**config.mk**
```make
export PLATFORM = sky130hd
export DESIGN_NAME = spi_xfer_ctrl
export DESIGN_NICKNAME = d
export VERILOG_FILES = /design/src/rtl/spi_bridge_pkg.sv /design/src/rtl/spi_clk_div.sv /design/src/rtl/spi_xfer_ctrl.sv
export SDC_FILE = /design/constraint.sdc
export NUM_CORES = 1
export LEC_CHECK = 0
export CORE_ASPECT_RATIO = 0.7
export CORE_MARGIN = 3
export CORE_UTILIZATION = 25
export DETAILED_ROUTE_END_ITERATION = 16
export GPL_ROUTABILITY_DRIVEN = 0
export PLACE_DENSITY = 0.49
export SLEW_MARGIN = 30
export SYNTH_ARGS = -nofsm -noshare
export SYNTH_HDL_FRONTEND = slang
export SYNTH_SLANG_ARGS = --single-unit
```
**constraint.sdc**
```tcl
create_clock -name clk -period 1.96 [get_ports clk]
set_input_delay 0.392 -clock clk [delete_from_list [all_inputs] [get_ports clk]]
set_output_delay 0.392 -clock clk [all_outputs]
set_load 0.02 [all_outputs]
```
**src/rtl/spi_bridge_pkg.sv**
```systemverilog
// Shared definitions for the AHB/SPI bridge: sequencer state encoding, SPI mode constants
// and default widths. The AHB slave decodes spi_state_t for its status register.
package spi_bridge_pkg;

    typedef enum logic [2:0] {
        ST_IDLE  = 3'd0,
        ST_POP   = 3'd1,
        ST_LOAD  = 3'd2,
        ST_SHIFT = 3'd3,
        ST_PUSH  = 3'd4,
        ST_GAP   = 3'd5
    } spi_state_t;

    // {CPOL, CPHA}
    localparam logic [1:0] SPI_MODE0 = 2'b00;
    localparam logic       SCLK_IDLE = SPI_MODE0[1];

    localparam int DEF_DATA_WIDTH = 8;
    localparam int DEF_CLK_DIV    = 4;
    localparam int DEF_CS_GAP     = 2;

    function automatic int clog2_min1(input int value);
        return (value <= 2) ? 1 : $clog2(value);
    endfunction

endpackage

```
**src/rtl/spi_clk_div.sv**
```systemverilog
// SCLK generator: divides clk by 2*CLK_DIV while run is high and flags the cycle in which
// sclk is about to leave (rise_pulse) or return to (fall_pulse) its idle level.
module spi_clk_div
    import spi_bridge_pkg::*;
#(
    parameter int CLK_DIV = DEF_CLK_DIV
) (
    input  logic clk,
    input  logic reset,
    input  logic run,
    output logic sclk,
    output logic rise_pulse,
    output logic fall_pulse
);

    localparam int               DIV_W    = clog2_min1(CLK_DIV);
    localparam logic [DIV_W-1:0] DIV_LAST = DIV_W'(CLK_DIV - 1);

    logic [DIV_W-1:0] div_cnt;
    logic             wrap;

    assign wrap       = run && (div_cnt == DIV_LAST);
    assign rise_pulse = wrap && (sclk == SCLK_IDLE);
    assign fall_pulse = wrap && (sclk != SCLK_IDLE);

    // Dropping run parks the divider so the next frame starts with a full half-period.
    always_ff @(posedge clk or posedge reset) begin
        if (reset) begin
            div_cnt <= '0;
            sclk    <= SCLK_IDLE;
        end else if (!run) begin
            div_cnt <= '0;
            sclk    <= SCLK_IDLE;
        end else if (wrap) begin
            div_cnt <= '0;
            sclk    <= ~sclk;
        end else begin
            div_cnt <= div_cnt + DIV_W'(1);
        end
    end

endmodule

```
**src/rtl/spi_xfer_ctrl.sv**
```systemverilog
// SPI mode-0 master sequencer between the TX/RX byte FIFOs and the SPI pins:
// one TX byte popped, shifted out MSB first, and one RX byte pushed per cs_n window.
module spi_xfer_ctrl
    import spi_bridge_pkg::*;
#(
    parameter int DATA_WIDTH = DEF_DATA_WIDTH,
    parameter int CLK_DIV    = DEF_CLK_DIV,
    parameter int CS_GAP     = DEF_CS_GAP
) (
    input  logic                  clk,
    input  logic                  reset,
    input  logic                  enable,
    input  logic                  tx_empty,
    output logic                  tx_rd_en,
    input  logic [DATA_WIDTH-1:0] tx_dout,
    input  logic                  rx_full,
    output logic                  rx_wr_en,
    output logic [DATA_WIDTH-1:0] rx_din,
    output logic                  sclk,
    output logic                  mosi,
    input  logic                  miso,
    output logic                  cs_n,
    output logic                  busy
);

    localparam int               BIT_W    = clog2_min1(DATA_WIDTH);
    localparam int               GAP_W    = clog2_min1(CS_GAP + 1);
    localparam logic [BIT_W-1:0] BIT_LAST = BIT_W'(DATA_WIDTH - 1);
    localparam logic [GAP_W-1:0] GAP_LAST = GAP_W'(CS_GAP - 1);

    spi_state_t            state;
    spi_state_t            state_next;
    logic [BIT_W-1:0]      bit_cnt;
    logic [GAP_W-1:0]      gap_cnt;
    logic [DATA_WIDTH-1:0] tx_sr;
    logic [DATA_WIDTH-1:0] tx_next;
    logic [DATA_WIDTH-1:0] rx_sr;
    logic                  run;
    logic                  rise_pulse;
    logic                  fall_pulse;
    logic                  last_bit;

    spi_clk_div #(
        .CLK_DIV(CLK_DIV)
    ) u_clk_div (
        .clk       (clk),
        .reset     (reset),
        .run       (run),
        .sclk      (sclk),
        .rise_pulse(rise_pulse),
        .fall_pulse(fall_pulse)
    );

    // The final falling edge ends SHIFT instead of advancing, so bit_cnt never wraps.
    assign last_bit = fall_pulse && (bit_cnt == BIT_LAST);
    assign tx_next  = tx_sr << 1;
    assign rx_din   = rx_sr;

    always_ff @(posedge clk or posedge reset) begin
        if (reset) begin
            state <= ST_IDLE;
        end else begin
            state <= state_next;
        end
    end

    always_comb begin
        state_next = state;
        tx_rd_en   = 1'b0;
        rx_wr_en   = 1'b0;
        run        = 1'b0;
        busy       = (state != ST_IDLE);
        case (state)
            ST_IDLE: begin
                if (enable && !tx_empty) begin
                    state_next = ST_POP;
                end
            end
            ST_POP: begin
                tx_rd_en   = 1'b1;
                state_next = ST_LOAD;
            end
            ST_LOAD: begin
                state_next = ST_SHIFT;
            end
            ST_SHIFT: begin
                run = 1'b1;
                if (last_bit) begin
                    state_next = ST_PUSH;
                end
            end
            ST_PUSH: begin
                // Hold the frame (cs_n low) until the RX FIFO has room.
                if (!rx_full) begin
                    rx_wr_en   = 1'b1;
                    state_next = ST_GAP;
                end
            end
            ST_GAP: begin
                if (gap_cnt == GAP_LAST) begin
                    state_next = ST_IDLE;
                end
            end
            default: begin
                state_next = ST_IDLE;
            end
        endcase
    end

    always_ff @(posedge clk or posedge reset) begin
        if (reset) begin
            cs_n    <= 1'b1;
            mosi    <= 1'b0;
            bit_cnt <= '0;
            gap_cnt <= '0;
            rx_sr   <= '0;
        end else begin
            case (state)
                ST_LOAD: begin
                    cs_n    <= 1'b0;
                    mosi    <= tx_dout[DATA_WIDTH-1];
                    bit_cnt <= '0;
                end
                ST_SHIFT: begin
                    if (rise_pulse) begin
                        rx_sr <= (rx_sr << 1) | DATA_WIDTH'(miso);
                    end
                    if (fall_pulse && !last_bit) begin
                        bit_cnt <= bit_cnt + BIT_W'(1);
                        mosi    <= tx_next[DATA_WIDTH-1];
                    end
                end
                ST_PUSH: begin
                    if (!rx_full) begin
                        cs_n    <= 1'b1;
                        mosi    <= 1'b0;
                        bit_cnt <= '0;
                        gap_cnt <= '0;
                    end
                end
                ST_GAP: begin
                    gap_cnt <= (gap_cnt == GAP_LAST) ? '0 : gap_cnt + GAP_W'(1);
                end
                default: begin
                end
            endcase
        end
    end

    // Data-only shift register; its content is meaningless until LOAD.
    always_ff @(posedge clk) begin
        if (state == ST_LOAD) begin
            tx_sr <= tx_dout;
        end else if (state == ST_SHIFT && fall_pulse && !last_bit) begin
            tx_sr <= tx_next;
        end
    end

endmodule

```
* Word-level counts from Yosys, hierarchy flattened *
Cells that the tools add are included.

operators by class
  add/sub/neg operators = 3
  multiply operators = 0
  div/mod/pow operators = 0
  magnitude comparators = 0
  equal/unequal tests = 14
  shift-type cells = 0
  mux-type cells = 26
  bitwise logic cells = 2
  reductions and logical operators = 21

operators with widths
  operator                                                                count
  3-bit 2-to-1 mux                                                        6
  3-bit case mux with 6 select lines                                      1
  7-bit 2-to-1 mux                                                        2
  2-bit != test (second input constant)                                   6
  3-bit equality test (second input constant)                             3
  1-bit 2-to-1 mux                                                        9
  3-bit case mux with 3 select lines                                      1
  1-bit logical AND                                                       8
  2-bit 2-to-1 mux                                                        4
  8-bit by 1-bit OR with 8-bit output                                     1
  3-bit by 2-bit equality test with 1-bit output (second input constant)  2
  2-bit AND reduction                                                     3
  2-bit nonzero test                                                      3
  3-bit nonzero test                                                      2
  2-bit by 1-bit adder with 2-bit output (second input constant)          2
  2-bit case mux with 2 select lines                                      1
  4-bit AND reduction                                                     1
  3-bit by 1-bit adder with 3-bit output (second input constant)          1
  3-bit by 1-bit equality test with 1-bit output (second input constant)  1
  3-bit zero test                                                         1
  1-bit case mux with 3 select lines                                      1
  3-bit AND reduction                                                     1
  2-bit by 1-bit equality test with 1-bit output (second input constant)  1
  2-bit equality test (second input constant)                             1
  other kinds (3)                                                         4

word-level totals
  register bits after elaboration = 28
  bits in latches = 0
  RAM bits = 0
  memory bits (read-only) = 0
  input bits = 14
  output and inout port bits = 14
  logic and storage cells = 75
  memories kept = 0

* Logic depth before layout (Yosys ltp) *
Gate-level depths: netlist of the first run.

  word-level depth = 9
  depth in mapped cells = 6
  mapped depth without buffers = 6

* By module *
A second synthesis of the first run with hierarchy kept.

second synthesis, totals
  cells, all modules = 108
  area, all modules = 1405.1 um^2

by module, submodules not included
  module         times used  cells each  area each (um^2)  seq. area each (um^2)
  spi_xfer_ctrl  1           96          1266.2            661.9
  spi_clk_div    1           12          138.9             75.1

* Worst setup path before layout of the first run *
Ideal clock, no wire load.

  path type = register to register
  start = register bit_cnt[0]
  end = register tx_sr[0] (enable)
  setup time = 0.373 ns
  data arrival time = 1.349 ns
  required time = 1.587 ns
  slack = 0.238 ns
  cell stages (with the launch flop) = 5
  buffers on the path = 0
  clock period less this slack = 1.722 ns
  path through = dfrtp_1 ha_1 ha_1 nand3b_1 a21oi_1

between the ends
  longest elaborated chain between the ends = 5

RTL lines
  item                          line                  text
  from (decl)                   spi_xfer_ctrl.sv:33   logic [BIT_W-1:0] bit_cnt;
  from (signal assigned)        spi_xfer_ctrl.sv:129  bit_cnt <= bit_cnt + BIT_W'(1);
  3-bit equality test           spi_xfer_ctrl.sv:55   assign last_bit = fall_pulse && (bit_cnt == BIT_LAST);
  1-bit logical AND             spi_xfer_ctrl.sv:55
  1-bit zero test               spi_xfer_ctrl.sv:154  end else if (state == ST_SHIFT && fall_pulse && !last_bit) begin
  1-bit logical AND             spi_xfer_ctrl.sv:154
  2-bit nonzero test (no line)  -
  to (signal assigned)          spi_xfer_ctrl.sv:153  tx_sr <= tx_dout;
  to (signal assigned)          spi_xfer_ctrl.sv:155  tx_sr <= tx_next;
  to (decl)                     spi_xfer_ctrl.sv:35   logic [DATA_WIDTH-1:0] tx_sr;

No other way between the ends.
A chain may end at the register's enable or synchronous reset.

* Worst setup path after layout of the first run *
  start = input rx_full
  end = output rx_wr_en

between the ends
  longest elaborated chain between the ends = 2

RTL lines
  item              line                 text
  from (decl)       spi_xfer_ctrl.sv:16  input logic rx_full,
  1-bit 2-to-1 mux  spi_xfer_ctrl.sv:94  if (!rx_full) begin
  1-bit 2-to-1 mux  spi_xfer_ctrl.sv:73  case (state)
  to (decl)         spi_xfer_ctrl.sv:17  output logic rx_wr_en,

No other way between the ends.

==> summary.md, run 1 <==
| Metric | Value |
|---|---|
| Post-synth EDFFs | 7 |
| Initial Util | 26.6% |
| Post-synth top cells | dfrtp_1, mux2_2, edfxtp_1 |
| PwrDens | 610 nW/µm² |
| Period minus WS final | roughly 1.9 ns |
| Routed WL per cell | 12.3 µm |
| Status | completed |
| H-tree lvl count | 1 |
| Final Util | between 30 and 40% |
| CTS tree | built |
| DR vias | about 900 |
| Post-synthesis async set-or-reset flop share | 75.0% |
| Initial antenna violation count | 0 |
| Endpoints failing setup | 0 |
| Yosys reg bits | 28 |
| Layout cells sized above 1 | approximately 24% |
| Crit path launch | rx_full |
| CP Max Fanout | 3 |
| Int Pwr | 0.863 mW |
| Least-Margin Pin Slew | 0.426 ns |
| Max Root-Sink Buffers | 2 |
| Post-Route WL | between 2000 and 3000 µm |
| Area contributors post-synth | dfrtp_1, edfxtp_1, mux2_2 |
| Fmax | 534 MHz |
| Final HPWL DP | 1920 µm |
| Yosys warns | 0 |
| NetSw | around 0.21 mW |
| Pwr Total | 1.07 mW |
| Required @ worst endpoint | 1.57 ns |
| Non-Filler Instances | 204 |
| Final Max Tran Viols | 0 |
| Worst slew margin | 71.6% |
| # DRC | 0 |
| Clock share of power | a little under two fifths |
| Die Width | about 92 µm |
| TNS Setup | 0 ns |
| Area of the die | 6110 µm² |
| Grt ovf | 0 |
| Sw Ratio | 19.7% |
| Post-CTS Resized | 4 |
| Antenna viol nets, final | 0 |
| Placed Instances | 200 |
| P_leak | 0.713 nW |
| Fin Clk Skew | 0.0101 ns |
| Post-synth top area share | 38.5% |
| Layout net count | 153 |
| Post-synth top flop | dfrtp_1 |
| IO Count | 28 |
| Comb pwr share | 6.1% |
| R2R depth | 4 |
| RSZ-0062 raised after global routing | false |
| Pre-antenna DRT Iters | 4 |
| Die height | between 60 and 70 µm |
| Clock root buffer | clkbuf_8 |
| Max VDD drop | 281 µV |
| CP Launch Type | input port |
| Final-layout fill cell count | 508 |
| Vias in the first global route | 905 |
| Crit Path Class | input port to output pin |
| Worst skew pair latency | around 0.28 ns |
| Post-synthesis sequential area ratio | 56.7% |
| Setup bufs post-CTS | 0 |
| Area leader, netlist | dfrtp_1 |
| Clock net sink count | 28 |
| Antenna diodes | 0 |
| Register share of total power | about 56% |
| Synthesized instance count | approximately 100 |
| Core Rows | 21 |
| DRT iter0 DRCs | 20 |
| Worst-path clk slew | 0.10 ns |
| Area of the core | approximately 4900 µm² |
| R2R Setup Slk | around 0.2 ns |
| CTS Hold Buffers Added | 0 |
| Final worst-path cycle share | 95.6% |
| Routed vias/inst | 4.29 |
| Area growth, synth to finish | 35.6% |
| Synth unique cells | 34 |
| First-pass GRT wire length | 4280 µm |
| Top-count cell post-synth | dfrtp_1 |
| Input/output buffers | 27 |
| Post-Syn Nets | 116 |
| Mapped Area | 1300 µm² |
| HP Class | input port to async pin |
| WP data arrival | 1.48 ns |
| Worst r2r dst | tx_sr[6]$_DFFE_PP_ |
| CP Capture Type | output pin |
| Global router's overall resource usage | under 10% |
| Worst r2r src | state[1]$_DFFE_PP0P_ |
| Max_cap viols | 0 |
| Largest net degree at the start of global routing | 22 |
| CTS Buf Count | 3 |
| Synth Area per Inst | 13.1 µm² |
| Final Hold Vio Count | 0 |
[power by group through the flow]
| stage | clock, mW | sequential [mW] | combinational, mW |
|---|---|---|---|
| floorplan | 0 | 0.625 | 0.0134 |
| global placement | 0 | 0.617 | 0.0660 |
| detailed placement | 0 | 0.618 | 0.0670 |
| CTS | 0.416 | 0.606 | 0.0670 |
| global route | 0.443 | 0.607 | 0.0716 |
| finish | 0.404 | 0.606 | 0.0653 |
[worst max-delay path, stage by stage]
cell	delay, ns
clkdlybuf4s50_1	0.48
nor4b_4	0.24
dlygate4sd2_1	0.37
[registers in the layout (all words and copies together), names as in the netlist]
| name | cells |
|---|---|
| tx_sr | 7 |
| mosi | 1 |
| bit_cnt | 3 |
| rx_din | 8 |
| state | 3 |
| u_clk_div.div_cnt | 2 |
| gap_cnt | 2 |
| cs_n | 1 |
| u_clk_div.sclk | 1 |
[per-stage QoR]
step | setup WS, ns | hold slack (ns) | instance area [µm²]
finish | 0.0865 | 0.441 | 1760
detailed placement | -0.214 | 0.434 | 1700
floorplan | 0.238 | 0.368 | 1300
CTS | 0.0719 | 0.450 | 1760
global route | 0.0130 | 0.464 | 1760
global placement | -0.199 | 0.432 | 1700
[cells in the final DEF (no fill, tap or decap), types with 2 or more instances in the layout]
master,Yosys,final
clkdlybuf4s50_1,0,24
dfrtp_1,20,19
mux2_2,15,15
buf_4,1,8
edfxtp_1,7,7
nor2_1,6,6
o21ai_0,6,6
a22o_1,3,3
nand2_1,3,3
nor3_1,3,3
a21oi_1,3,3
ha_1,3,3
clkbuf_8,0,3
dlygate4sd2_1,0,3
o22ai_1,2,2
inv_1,2,2
nor2b_1,2,2
and3_1,2,2
o31ai_1,2,2
[layout make-up]
| class | instances | area [µm²] | area share (%) |
|---|---|---|---|
| sequential | 28 | 738 | 41.9 |
| multi-input combinational | 65 | 533 | 30.3 |
| timing repair buffer | 35 | 327 | 18.5 |
| tap | 69 | 86.3 | 4.90 |
| clock buffer | 4 | 66.3 | 3.76 |
| inverter | 3 | 11.3 | 0.639 |
[cell families (layout without fill, tap and decap cells)]
| kind of cell | Yosys count | after routing | share of synthesized area [%] |
|---|---|---|---|
| adders and majority gates | 3 | 3 | 2.89 |
| muxes | 15 | 15 | 13.0 |
| xor gates and xnor gates | 1 | 1 | 0.674 |
| DFF | 28 | 28 | 56.7 |
| buffers and inverters | 6 | 42 | 2.22 |
| AOI/OAI and AO/OA | 19 | 19 | 9.35 |
| and+or+nand+nor | 27 | 27 | 15.1 |
[worst max path at each step]
stage                             end  slack, ns  cells past startpoint
2_1_floorplan  tx_sr[0]$_SDFFCE_PN0P_       0.24                      4
3_3_place_gp                 rx_wr_en      -0.20                      3
3_5_place_dp                 rx_wr_en      -0.21                      3
4_1_cts                      rx_wr_en       0.07                      3
5_1_grt                          busy       0.01                      2
6_report                     rx_wr_en       0.09                      3
[per-layer routing]
layer	vias to the layer above	global-route usage [%]	routed length [µm]	part of all wire (%)
met4	0	1.67	21	0.84
met2	14	14.3	1130	45
met5	-	0	0	0
li1	434	-	-	-
met3	2	2.84	104	4.1
met1	425	12.0	1260	50
(Power assumes the default switching activity.)
==> run 2, diff against run 1 <==
- RECOVER_POWER: unset -> 25
- SYNTH_HIERARCHICAL: unset -> 1
==> summary.md, run 2 <==
| Metric | Value |
|---|---|
| Area of the core | around 5300 µm² |
| H-tree lvl count | 1 |
| Die Width | 95.6 µm |
| Top-count cell post-synth | dfrtp_1 |
| Place WS | -0.110 ns |
| Worst slew margin | 47.7% |
| Crit path max-delay family | buffers and inverters |
| IO Count | 28 |
| R2R depth | 7 |
| Stages on the worst setup path | 3 |
| RSZ-0062 raised after global routing | false |
| Clock root buffer | clkbuf_8 |
| Vias in the first global route | 883 |
| Clock net sink count | 28 |
| R2R Setup Slk | 0.23 ns |
| Area leader, netlist | dfrtp_1 |
| Worst-path clk slew | 0.10 ns |
| Placed Instances | between 200 and 250 |
| Worst setup margin | 0.0709 ns |
| Mapped Area | 1410 µm² |
| Synth unique cells | 38 |
| Area growth, synth to finish | 30.9% |
| Post-Route WL | 2480 µm |
| Post-synthesis sequential area ratio | 52.4% |
| Final Max Tran Viols | 0 |
| Layout net count | 161 |
| WP data arrival | 1.50 ns |
| CTS Buf Count | 3 |
| Die height | 68.7 µm |
| Yosys warns | 6 |
| Final HPWL DP | around 2000 µm |
| Max_cap viols | 0 |
| DR vias | 889 |
| First-pass GRT wire length | 4180 µm |
| Grt ovf | 0 |
| Area of the die | 6570 µm² |
| Worst r2r src | state[2]$_DFFE_PP0P_ |
| Final Hold Vio Count | 0 |
| Area contributors post-synth | dfrtp_1, edfxtp_1, mux2_4 |
| CP cell instances | nor2_1 -> nand2_1 -> clkdlybuf4s50_1 |
| Crit Path Class | flop to output pin |
| Endpoints failing setup | 0 |
| CP Capture Type | output pin |
| Routed vias/inst | 4.13 |
| Most frequent cells in the layout | clkdlybuf4s50_1, dfrtp_1, mux2_4 |
| Worst r2r dst | rx_din[1]$_DFFE_PP0P_ |
| DRT iter0 DRCs | 24 |
| Fin Clk Skew | 0.00748 ns |
| Max Root-Sink Buffers | 2 |
| Bufs and invs on worst path | 1 |
| Max VDD drop | around 290 µV |
| Largest net degree at the start of global routing | 16 |
| Final worst-path cycle share | 96.4% |
| Pre-antenna DRT Iters | 3 |
| Post-synth EDFFs | 7 |
| Synthesized instance count | 108 |
| P_leak | 0.813 nW |
| CTS tree | built |
| Design Area, Final | 1840 µm² |
| # DRC | 0 |
| Max FFs per register | 8 |
| CP Launch Type | flop |
| Post-synthesis async set-or-reset flop share | 75.0% |
| Yosys reg bits | 28 |
| Post-synth top cells | dfrtp_1, mux2_4, edfxtp_1, nand2_1 |
| Input/output buffers | 27 |
| Post-Syn Nets | roughly 130 |
| Commonest non-fill, non-tap cell in the layout | clkdlybuf4s50_1 |
| CP Max Fanout | 10 |
| HP Class | flop to flop |
| Antenna viol nets, final | 0 |
| Status | completed |
| Initial Util | 26.3% |
| PwrDens | between 1000 and 1500 nW/µm² |
| Max incr delay on CP | approximately 0.53 ns |
| Setup crit end | busy |
| Antenna diodes | 0 |
| Global router's overall resource usage | 8.26% |
| Crit path launch | state[2]$_DFFE_PP0P_ |
| Period minus WS final | 1.89 ns |
| Fmax | 529 MHz |
| Post-synth top flop | dfrtp_1 |
| Placed Area | 1790 µm² |
| Synth Area per Inst | 13.0 µm² |
| Layout cells sized above 1 | between 20% and 30% |
| Required @ worst endpoint | between 1.5 and 2 ns |
| CTS Hold Buffers Added | 0 |
| Worst skew pair latency | 0.27 ns |
| Least-Margin Pin Slew | 0.785 ns |
| Routed WL per cell | approximately 12 µm |
| Worst path slowest cell | clkdlybuf4s50_1 |
| Core Rows | 22 |
| Non-Filler Instances | ~220 |
| Initial antenna violation count | 0 |
| Post-synth top area share | between 30% and 40% |
[run 2: report_power, final]
group | switching (mW) | leakage [nW] | internal (mW)
sequential | 0.143 | 0.320 | 0.846
combinational | 0.502 | 0.465 | 0.605
clock | 0.172 | 0.0288 | 0.179
total | 0.818 | 0.813 | 1.63
[run 2: cell type report]
cell class,count,area [µm²]
fillers,534,3500
flip-flops and latches,28,739
multi-input cells,70,611
repair buffers,34,317
well taps,72,90.1
clock buffers,4,55.1
inverters,7,27.5
[run 2: stage by stage]
stage | hold WS (ns) | utilization, % | setup TNS, ns | total power, mW
4_1_cts | 0.324 | 34.5 | 0 | 2.49
3_5_place_dp | 0.442 | 33.5 | -0.110 | 2.13
2_1_floorplan | 0.146 | - | 0 | 1.75
6_report | 0.450 | 34.4 | 0 | 2.45
3_3_place_gp | 0.425 | 33.5 | -0.0676 | 2.09
5_1_grt | 0.468 | 34.4 | 0 | 2.64
[run 2: timing repair]
action                                  CTS  global route
resized for setup                         4             0
endpoints found under the setup margin    3             0
buffers inserted                          0             0
[run 2: cells by family (layout without fill, tap and decap cells)]
family | Yosys count | count (layout) | share of synthesized area, %
buffers and inverters | 10 | 45 | 4.10
multiplexers | 18 | 18 | 16.9
adder cells (fa/ha/maj) | 3 | 3 | 2.67
flip-flops | 28 | 28 | 52.4
XOR/XNOR | 1 | 1 | 0.623
AND/OR/NAND/NOR | 35 | 35 | 17.1
AO/OA/AOI/OAI | 13 | 13 | 6.14
[run 2: worst min-delay path by stage]
stage,slack [ns],end,cells past startpoint,from
finish,0.45,u_clk_div/div_cnt[0]$_DFF_PP0_,1,u_clk_div/div_cnt[0]$_DFF_PP0_
global route,0.47,u_clk_div/sclk$_DFFE_PP0P_,2,reset
CTS,0.32,u_clk_div/sclk$_DFFE_PP0P_,2,reset
detailed placement,0.44,u_clk_div/div_cnt[0]$_DFF_PP0_,1,u_clk_div/div_cnt[0]$_DFF_PP0_
global placement,0.42,u_clk_div/div_cnt[0]$_DFF_PP0_,1,u_clk_div/div_cnt[0]$_DFF_PP0_
floorplan,0.15,u_clk_div/div_cnt[0]$_DFF_PP0_,1,reset
[run 2: layer usage]
layer  wire (µm)  share of wire, %  track usage [%]  vias up
li1            -                 -                -      452
met1        1270                51             11.2      424
met2        1080                44             12.7       11
met3          90               3.6             1.41        2
met4          35               1.4             4.26        0
met5           0                 0                0        -
==> run 3, diff against run 2 <==
- CAP_MARGIN: unset -> 20
- GPL_ROUTABILITY_DRIVEN: 0 -> unset
- clock period: 1.96 -> 2.1 ns (I/O delays scaled with it)
==> summary.md, run 3 (synthesized netlist as in run 2, its figures left out) <==
| Metric | Value |
|---|---|
| H-tree lvl count | 1 |
| # DRC | 0 |
| Post-CTS Resized | 3 |
| Grt ovf | 0 |
| Crit Path Class | flop to output pin |
| Post-Route WL | 2610 µm |
| IO Count | 28 |
| Vias in the first global route | just under 900 |
| CP Launch Type | flop |
| Fin Clk Skew | 0.00256 ns |
| CP Max Fanout | 8 |
| Worst skew pair latency | 0.28 ns |
| GR met3 Demand/Resource | between 1 and 1.5% |
| Max VDD drop | around 360 µV |
| Routed WL per cell | between 10 and 15 µm |
| Antenna diodes | 0 |
| Worst slew margin | 48.6% |
| CTS Hold Buffers Added | 0 |
| Endpoints failing setup | 0 |
| DR vias | 890 |
| Hold_ws | 0.446 ns |
| Core Rows | 22 |
| Layout net count | 161 |
| Final Hold Vio Count | 0 |
| Worst-path clk slew | 0.10 ns |
| Fmax | 516 MHz |
| CTS Buf Count | 3 |
| Layout cells sized above 1 | 25.2% |
| PwrDens | 1270 nW/µm² |
| Final Max Tran Viols | 0 |
| Largest net degree at the start of global routing | 17 |
| Die height | 68.7 µm |
| TNS Setup | 0 ns |
| Met1 usage | about an eighth |
| Area of the core | 5340 µm² |
| Max Root-Sink Buffers | 2 |
| Clock root buffer | clkbuf_8 |
| Required @ worst endpoint | 1.68 ns |
| Commonest non-fill, non-tap cell in the layout | clkdlybuf4s50_1 |
| Most frequent cells in the layout | clkdlybuf4s50_1, dfrtp_1, mux2_4 |
| RSZ-0062 raised after global routing | false |
| Final worst-path cycle share | 92.3% |
| CP Capture Type | output pin |
| WP data arrival | 1.52 ns |
| Final-layout fill cell count | 542 |
| Pre-antenna DRT Iters | 4 |
| Max_cap viols | 0 |
| Die Width | 95.6 µm |
| Area of the die | 6570 µm² |
| Initial antenna violation count | 0 |
| Final HPWL DP | 2030 µm |
| Placer congestion estimate | approximately 0.74 |
| Clock net sink count | 28 |
| P_leak | approximately 0.83 nW |
| Routed vias/inst | 4.14 |
| Global router's overall resource usage | 8.95% |
| DRT iter0 DRCs | 20 |
| Least-Margin Pin Slew | 0.771 ns |
| HP Class | flop to flop |
| Max FFs per register | 8 |
| Input/output buffers | 27 |
| Met2 Usage GRT | around an eighth |
| GR peak layer | met2 |
| Status | completed |
| Area growth, synth to finish | 32.0% |
| Period minus WS final | 1.94 ns |
| Antenna viol nets, final | 0 |
| CTS tree | built |
| Setup bufs post-CTS | 0 |
| Initial Util | a little over a quarter |
| First-pass GRT wire length | 4400 µm |
-- run 3: cell count changes in the layout (fill, tap and decap cells not counted), sizes merged --
| cell | before | now |
|---|---|---|
| dlymetal6s2s | 0 | 1 |
| dlygate4sd2 | 2 | 1 |
-- run 3: worst paths after layout --
check                                                    start                        endpoint  slack [ns]  depth (start not counted)
worst max-delay path                      state[0]$_DFFE_PP0P_                            busy        0.16                          3
worst min-delay path            u_clk_div/div_cnt[0]$_DFF_PP0_  u_clk_div/div_cnt[0]$_DFF_PP0_        0.45                          1
worst max register to register            state[1]$_DFFE_PP0P_          bit_cnt[0]$_DFFE_PP0P_        0.36                          8
worst min register to register  u_clk_div/div_cnt[0]$_DFF_PP0_  u_clk_div/div_cnt[0]$_DFF_PP0_        0.45                          1
max in group asynchronous                                reset            state[0]$_DFFE_PP0P_        0.60                          3
min in group asynchronous                                reset  u_clk_div/div_cnt[1]$_DFF_PP0_        0.47                          2
-- run 3: power breakdown --
part	internal, mW	total, mW	switching, mW
clock network	0.208	0.384	0.176
registers	0.790	0.923	0.134
logic	0.569	1.05	0.478
-- run 3: final cells by class --
| class | count | area [µm²] | area share (%) |
|---|---|---|---|
| repair buffers | 34 | 320 | 17.3 |
| multi-input cells | 70 | 611 | 32.9 |
| clock buffers | 4 | 66.3 | 3.58 |
| well taps | 72 | 90.1 | 4.86 |
| flip-flops and latches | 28 | 739 | 39.9 |
| inverters | 7 | 27.5 | 1.48 |
-- run 3: layer usage --
layer | part of all wire (%) | wire length, µm
met2 | 46 | 1190
met5 | 0 | 0
met4 | 2.4 | 63
met3 | 3.4 | 89
met1 | 48 | 1260
-- run 3: through the flow --
| step | setup slack (ns) | utilization, % | power, mW | instance area, µm² | instances |
|---|---|---|---|---|---|
| after detailed placement | -0.0122 | 33.5 | 2.00 | 1790 | 211 |
| after global placement | 0.0168 | 33.5 | 1.95 | 1790 | 211 |
| after CTS | 0.00895 | 34.7 | 2.39 | 1860 | 215 |
| after floorplan | 0.206 | - | 1.63 | 1410 | 108 |
| final | 0.162 | 34.7 | 2.35 | 1850 | 215 |
| after global routing | 0.0742 | 34.7 | 2.52 | 1850 | 215 |
-- run 3: critical path: stages (launching register included) --
cell and delay (ns):
dfrtp_2 0.49, inv_2 0.08, nand2_1 0.06, clkdlybuf4s50_1 0.60
